<file path="config.mk">
export PLATFORM = sky130hd
export DESIGN_NAME = fft8_bitrev_loader
export DESIGN_NICKNAME = d
export VERILOG_FILES = /design/src/rtl/fft8_bitrev_loader.sv
export SDC_FILE = /design/constraint.sdc
export NUM_CORES = 1
export LEC_CHECK = 0
export CAP_MARGIN = 20
export CORE_MARGIN = 2
export CORE_UTILIZATION = 45
export DETAILED_ROUTE_END_ITERATION = 10
export PLACE_DENSITY = 0.72
export SKIP_CTS_REPAIR_TIMING = 1
export SLEW_MARGIN = 20
export SYNTH_ARGS = -nofsm -noshare
export SYNTH_HDL_FRONTEND = slang
export SYNTH_SLANG_ARGS = --single-unit
</file>
<file path="constraint.sdc">
create_clock -name i_clk -period 4.2 [get_ports i_clk]
set_input_delay 0.84 -clock i_clk [delete_from_list [all_inputs] [get_ports i_clk]]
set_output_delay 0.84 -clock i_clk [all_outputs]
set_load 0.02 [all_outputs]
</file>
<file path="src/rtl/fft8_bitrev_loader.sv">
// Ping-pong input buffer for the 8-point FFT: collects 8-sample frames and drains them as bit-reversed operand pairs.
// Optional start-of-frame checking is enabled with the FFT8_SOF_CHECK_EN macro.
module fft8_bitrev_loader #(
    parameter int SIZE_DATA = 32,
    parameter int N_POINT   = 8
) (
    input  logic                 i_clk,
    input  logic                 i_rst_n,
    input  logic                 i_valid,
    input  logic [SIZE_DATA-1:0] i_data,
`ifdef FFT8_SOF_CHECK_EN
    input  logic                 i_sof,
    output logic                 o_sof_err,
`endif
    output logic                 o_ready,
    output logic                 o_valid,
    output logic [SIZE_DATA-1:0] o_data_0,
    output logic [SIZE_DATA-1:0] o_data_1,
    output logic [1:0]           o_pair_idx,
    output logic                 o_last,
    input  logic                 i_ready
);

    localparam int W_CNT = $clog2(N_POINT);
    localparam logic [0:0] S_IDLE  = 1'b0;
    localparam logic [0:0] S_DRAIN = 1'b1;

    logic [SIZE_DATA-1:0] r_mem [2][N_POINT];
    logic [1:0]           r_full;
    logic                 r_wr_bank;
    logic [W_CNT-1:0]     r_wr_cnt;
    logic                 r_rd_bank;
    logic [0:0]           r_state;
    logic                 r_valid;
    logic [SIZE_DATA-1:0] r_data_0;
    logic [SIZE_DATA-1:0] r_data_1;
    logic [1:0]           r_pair_idx;
    logic                 r_last;

    logic                 w_accept;
    logic                 w_restart;
    logic                 w_wr_done;
    logic [W_CNT-1:0]     w_wr_slot;
    logic                 w_xfer;
    logic                 w_xfer_last;
    logic [1:0]           w_full_nxt;
    logic                 w_ld;
    logic                 w_ld_bank;
    logic [1:0]           w_ld_pair;

    function automatic logic [2:0] f_bitrev3(input logic [2:0] k);
        return {k[0], k[1], k[2]};
    endfunction

    assign o_ready  = !r_full[r_wr_bank];
    assign w_accept = i_valid && o_ready;

`ifdef FFT8_SOF_CHECK_EN
    logic r_sof_err;
    // A start marker mid-frame abandons the partial frame and restarts at slot 0.
    assign w_restart = w_accept && i_sof && (r_wr_cnt != '0);
    assign o_sof_err = r_sof_err;

    always_ff @(posedge i_clk or negedge i_rst_n) begin
        if (!i_rst_n) r_sof_err <= 1'b0;
        else          r_sof_err <= w_restart;
    end
`else
    assign w_restart = 1'b0;
`endif

    assign w_wr_slot   = w_restart ? '0 : r_wr_cnt;
    assign w_wr_done   = w_accept && !w_restart && (r_wr_cnt == W_CNT'(N_POINT - 1));
    assign w_xfer      = r_valid && i_ready;
    assign w_xfer_last = w_xfer && r_last;

    always_comb begin
        w_full_nxt = r_full;
        if (w_xfer_last) w_full_nxt[r_rd_bank] = 1'b0;
        if (w_wr_done)   w_full_nxt[r_wr_bank] = 1'b1;
    end

    // Decide whether a pair loads this edge, and from which bank/pair.
    always_comb begin
        w_ld      = 1'b0;
        w_ld_bank = r_rd_bank;
        w_ld_pair = 2'd0;
        if (r_state == S_IDLE) begin
            w_ld = r_full[r_rd_bank];
        end else if (w_xfer) begin
            if (!r_last) begin
                w_ld      = 1'b1;
                w_ld_pair = r_pair_idx + 2'd1;
            end else if (r_full[~r_rd_bank]) begin
                w_ld      = 1'b1;
                w_ld_bank = ~r_rd_bank;
            end
        end
    end

    always_ff @(posedge i_clk) begin
        if (w_accept) r_mem[r_wr_bank][w_wr_slot] <= i_data;
    end

    always_ff @(posedge i_clk or negedge i_rst_n) begin
        if (!i_rst_n) begin
            r_full    <= 2'b00;
            r_wr_bank <= 1'b0;
            r_wr_cnt  <= '0;
            r_rd_bank <= 1'b0;
        end else begin
            r_full <= w_full_nxt;
            if (w_accept) begin
                if (w_restart) begin
                    r_wr_cnt <= W_CNT'(1);
                end else if (w_wr_done) begin
                    r_wr_cnt  <= '0;
                    r_wr_bank <= ~r_wr_bank;
                end else begin
                    r_wr_cnt <= r_wr_cnt + 1'b1;
                end
            end
            if (w_xfer_last) r_rd_bank <= ~r_rd_bank;
        end
    end

    always_ff @(posedge i_clk or negedge i_rst_n) begin
        if (!i_rst_n) begin
            r_state    <= S_IDLE;
            r_valid    <= 1'b0;
            r_data_0   <= '0;
            r_data_1   <= '0;
            r_pair_idx <= 2'd0;
            r_last     <= 1'b0;
        end else if (w_ld) begin
            r_state    <= S_DRAIN;
            r_valid    <= 1'b1;
            r_data_0   <= r_mem[w_ld_bank][f_bitrev3({w_ld_pair, 1'b0})];
            r_data_1   <= r_mem[w_ld_bank][f_bitrev3({w_ld_pair, 1'b1})];
            r_pair_idx <= w_ld_pair;
            r_last     <= (w_ld_pair == 2'd3);
        end else if (w_xfer) begin
            r_state    <= S_IDLE;
            r_valid    <= 1'b0;
            r_pair_idx <= 2'd0;
            r_last     <= 1'b0;
        end
    end

    assign o_valid    = r_valid;
    assign o_data_0   = r_data_0;
    assign o_data_1   = r_data_1;
    assign o_pair_idx = r_pair_idx;
    assign o_last     = r_last;

endmodule

</file>
==> reports/qor.yml, run 1 <==
initial_core_util: 0.455
hold_violations: 0
cts_sinks: 587
synth_top_cell_by_area: "edfxtp_1"
rsz0062_at_grt: "no"
r2r_slack_ns: 1.10
layout.nets: 1212
dp_slack_ns: 0.693
grt-ovfl-total: 0
crit_chain: "mux2i_1 > clkdlybuf4s50_1"
synth_edf_count: 512
clk_latency_ns: 0.62
avgSynthCellArea_sq_um: 21.1
slew_headroom: 0.327
routed_wl_um: 47800
cts_buffer_depth: 3
regArea_sq_um: 17300
dr_total_vias: 10800
critPathLaunchType: "flip-flop"
fin_crit_ns: 3.38
drive_gt1_frac: 0.176
ant_nets: 0
clock_skew_ns: 0.0174
yosysUniqueCellTypes: 34
crit_cells: 2
ys_seq_area_frac: 0.796
fmax_ghz: 0.296
end_kind: "output port"
row_count: 80
gp_congestion: 0.725
max_cap_viol_count: 0
grt_pass1_vias: 11000
setup_slack_ns: 0.822
reg2regPathDepth: 5
die_h_um: 224
port_buffers: 104
worstPathArrival_ns: 2.54
synthToLayoutAreaGrowth_pct: 19.1
crit_type: "flip-flop to output port"
grtUsageTotal: 0.193
grt_max_degree: 66
hp-class: "primary input to async pin"
p_leak_nw: 8.35
core_area_sq_um: 47600
clk_pin_slew_ns: 0.06
antenna_found_initial: 3
syn_inst: 1029
tightest_slew_ns: 1.01
yosysMostFrequentCell: "edfxtp_1"
drc: 0
ir_drop_v: 0.000440
min_period_over_period: 0.804
cts_buffers: 57
dp_hpwl_um: 26000
critPathRequiredTime_ns: 3.36
die_area_sq_um: 50000
ys_async_sr_fraction: 0.128
fillers: 3574
cts_max_level: 2
cp_max_fo: 12
finalSetupTns_ns: 0
cp_top_family: "buffers and inverters"
synth_nets: 1067
io_pins: 105
powerDensity_nw_per_um2: 676
slew_viol_final: 0
vias_per_cell: 5.86
dr.pass1.iters: 5
status: "completed"
cts_tree: "built"
placed_area_sq_um: 23900
cp_slowest_cell: "clkdlybuf4s50_1"
multi_input_area_sq_um: 4300
cp_num_buf_inv: 1
synth_top_area_frac: 0.709
drtIter0Drc: 953
grt_pass1_wl_um: 71100
crit_path_max_incr_delay_ns: 0.76
syn-cell-area_sq_um: 21700
synth_warnings: 0
cts_root_buf: "clkbuf_16"
ys.flop_type: "edfxtp_1"
synth_seq_cells: 587
die_x_um: 224
synth_commonest_cells: "512 x edfxtp_1, 131 x mux2i_1, 75 x dfrtp_1"
yosys-top-cells-area: "edfxtp_1 71%, dfrtp_1 8.7%, mux4_2 6.6%"
drt-wirelength-per-cell_um: 26.0
final_area_sq_um: 25800
finalSetupViolCount: 0
path summary, 6_finish.rpt:
check | to | start
max | o_ready | r_wr_bank
min | o_data_1[13] | i_rst_n
max reg2reg | r_mem[1][226] | r_wr_bank
min reg2reg | o_data_1[27] | o_data_1[27]
max in group asynchronous | o_data_0[2] | i_rst_n
min in group i_clk | o_data_1[27] | o_data_1[27]
metrics by stage:
| stage | power, W | util | hold WS [ns] | cells |
|---|---|---|---|---|
| 6_report | 0.0174 | 0.542 | 0.114 | 1839 |
| 5_1_grt | 0.0181 | 0.542 | 0.103 | 1839 |
| 4_1_cts | 0.0176 | 0.542 | 0.0828 | 1838 |
| 3_5_place_dp | 0.0124 | 0.501 | 0.503 | 1730 |
| 3_3_place_gp | 0.0123 | 0.501 | 0.496 | 1730 |
| 2_1_floorplan | 0.0105 | - | 0.516 | 1029 |
flip-flops by register name, summed over array words and instances (netlist names):
register	count
o_data_0	32
r_wr_cnt	3
r_full	2
r_mem	512
o_last	1
o_pair_idx	2
r_rd_bank	1
r_wr_bank	1
o_valid	1
o_data_1	32
routing by layer:
metal / up-vias / track usage / wire length, um
met5: - / 0 / 26
met4: 4 / 0.0443 / 720
met3: 60 / 0.0381 / 3080
met2: 342 / 0.325 / 24400
met1: 5756 / 0.262 / 19600
li1: 4610 / - / -
kinds of logic after synthesis:
kind of cell    count (synthesis)  synth area share
flops                         587             0.796
fa+ha+maj                       2           0.00115
buf+inv                        57            0.0130
mux                           196             0.127
compound gates                141            0.0522
simple gates                   44           0.00981
xor+xnor                        2          0.000808
area by class of cell:
| class | instances | share of cell area |
|---|---|---|
| Timing Repair Buffer | 142 | 0.0605 |
| Antenna cell | 1 | 0.0000969 |
| Clock inverter | 29 | 0.0125 |
| Clock buffer | 79 | 0.0623 |
| Sequential cell | 587 | 0.668 |
| Tap cell | 615 | 0.0298 |
| Multi-Input combinational cell | 385 | 0.166 |
| Inverter | 1 | 0.000145 |
cell usage in the layout, fill, tap and decap left out, types with 3 or more instances in the layout:
cell and count:
edfxtp_1 512, mux2i_1 131, clkdlybuf4s50_1 103, dfrtp_1 75
mux4_2 64, o22ai_1 64, a221o_1 64, clkbuf_16 57
buf_4 20, buf_12 19, nor2_4 13, clkbuf_1 12
clkbuf_8 10, clkinv_2 10, nand2_1 9, clkinv_1 7
bufinv_16 6, nand2b_1 4, inv_6 4, nor2_1 3
nor3_2 3, a21o_1 3
power by group:
group	internal, W	switching [W]	total [W]
Combinational	0.00216	0.00256	0.00472
Sequential	0.00707	0.000448	0.00751
Clock	0.00306	0.00216	0.00521
Total	0.0123	0.00516	0.0174
(Power assumes the default switching activity.)
==> run 2, diff against run 1 <==
- PLACE_DENSITY: 0.72 -> 0.69
- clock period: 4.2 -> 3.26 ns (I/O delays scaled with it)
==> run 2 against run 1 <==
  * Via count up 0.14%
  * Cell area is 0.62% higher
  * Utilization increased by 0.33 points
  * Power increased by 29%
  * Critical endpoint unchanged
  * Highest routed layer unchanged
==> reports/qor.yml, run 2 (same netlist as run 1, synthesis figures left out) <==
whs_ns: 0.0584  # -0.0561 ns
drc: 0  # unchanged
vias_per_cell: 5.86  # about the same
die_area_sq_um: 50000  # unchanged
die_x_um: 224  # unchanged
grtUsageTotal: 0.196  # +0.00340
cts_buffer_depth: 3  # unchanged
cts_root_buf: "clkbuf_16"
hold_violations: 0  # unchanged
regMostFlops: "r_mem"
dp_hpwl_um: 24100  # -7.3%
max_cap_viol_count: 0  # unchanged
fmax_ghz: 0.361
min_period_over_period: 0.850
hp-class: "primary input to async pin"
gp_congestion: 0.710  # -2.0%
die_h_um: 224  # unchanged
antenna_found_initial: 2  # -1
grt_pass1_wl_um: 71500  # +0.63%
end_kind: "output port"
critPathRequiredTime_ns: 2.61  # -0.75 ns
setup.worst_path.start: "r_full[1]"
powerDensity_nw_per_um2: 869  # +29%
synthToLayoutAreaGrowth_pct: 19.8
clk_latency_ns: 0.60  # -0.02 ns
setup_slack_ns: 0.489  # -0.333 ns
worstPathArrival_ns: 2.12  # -0.42 ns
routed_wl_um: 48500  # +1.4%
grt_max_degree: 42  # -36%
ant_nets: 0  # unchanged
cts_sinks: 587  # unchanged
grt_pass1_vias: 11000  # -0.10%
cts_tree: "built"
crit_type: "flip-flop to output port"
tightest_slew_ns: 0.647  # -0.363 ns
dr.pass1.iters: 8  # +3
core_area_sq_um: 47600  # unchanged
layout.nets: 1215  # +0.25%
regArea_sq_um: 17300  # unchanged
r2r-start: "r_rd_bank"
fillers: 3587  # +0.36%
status: "completed"
initial_core_util: 0.455  # unchanged
port_buffers: 104  # unchanged
drt-wirelength-per-cell_um: 26.3  # +1.2%
cts_max_level: 2  # unchanged
cts_buffers: 57  # unchanged
multi_input_area_sq_um: 4320  # +0.44%
rsz0062_at_grt: "no"
critPathLaunchType: "flip-flop"
clk_pin_slew_ns: 0.06  # about the same
final_cell_mix: "512 x edfxtp_1, 131 x mux2i_1, 103 x clkdlybuf4s50_1, 75 x dfrtp_1"
cp_max_fo: 7  # -5
dp_slack_ns: 0.122  # -0.571 ns
reg2regPathDepth: 6  # +1
timing.critical_path.to: "o_ready"
fin_crit_ns: 2.77
io_pins: 105  # unchanged
drive_gt1_frac: 0.172  # -0.00369
grt-ovfl-total: 0  # unchanged
ir_drop_v: 0.000451  # +2.6%
largest_reg_flops: 512  # unchanged
mostFrequentLayoutCell: "edfxtp_1"
drtIter0Drc: 1009  # +5.9%
row_count: 80  # unchanged
slew_viol_final: 0  # unchanged
reg2reg_to: "o_data_1[4]"
p_leak_nw: 8.37  # +0.24%
slew_headroom: 0.569  # +0.242
utilization: 0.545  # +0.00333
clock_skew_ns: 0.0136  # -0.00373 ns
r2r_slack_ns: 0.80  # -0.30 ns
dr_total_vias: 10800  # +0.14%
finalSetupViolCount: 0  # unchanged
run 2: metal layers:
metal	share of wire	GRT usage	vias to the layer above
li1	-	-	4621
met1	0.41	0.262	5693
met2	0.51	0.332	381
met3	0.058	0.0338	90
met4	0.025	0.0606	2
met5	0.00027	0	-
run 2: through the flow:
step	cell area (sq um)	cells	power, W	setup TNS, ns
2_1_floorplan	21700	1029	0.0135	-15.04
3_3_place_gp	24100	1733	0.0161	0
3_5_place_dp	24100	1733	0.0162	0
4_1_cts	26000	1841	0.0228	0
5_1_grt	26000	1842	0.0234	0
6_report	26000	1842	0.0226	0
run 2: report_power, final:
group	switching (W)	leakage (nW)	internal, W
Clock	0.00270	0.915	0.00386
Sequential	0.000593	5.52	0.00910
Combinational	0.00335	1.94	0.00296
Total	0.00664	8.37	0.0159
run 2: layout make-up:
cell class | instances | area share
clock buffer | 82 | 0.0629
timing repair buffer | 145 | 0.0672
antenna | 1 | 0.0000963
inverter | 1 | 0.000144
multi-input combinational | 385 | 0.166
clock inverter | 26 | 0.00978
sequential | 587 | 0.664
tap | 615 | 0.0296
run 2: how the worst min path moves through the flow:
stage,start,endpoint,slack (ns),cells after the start
final,i_rst_n,r_wr_cnt[2],0.06,1
after global routing,i_rst_n,r_wr_cnt[2],0.08,1
after CTS,i_rst_n,r_wr_cnt[2],0.06,1
after detailed placement,o_data_1[19],o_data_1[19],0.50,1
after global placement,o_data_1[26],o_data_1[26],0.50,1
after floorplan,i_rst_n,o_data_0[0],0.36,0
run 2: critical path, stage by stage, from the launching register on:
cell and delay [ns]:
dfrtp_1 0.45, mux2i_1 0.36, clkdlybuf4s50_1 0.70
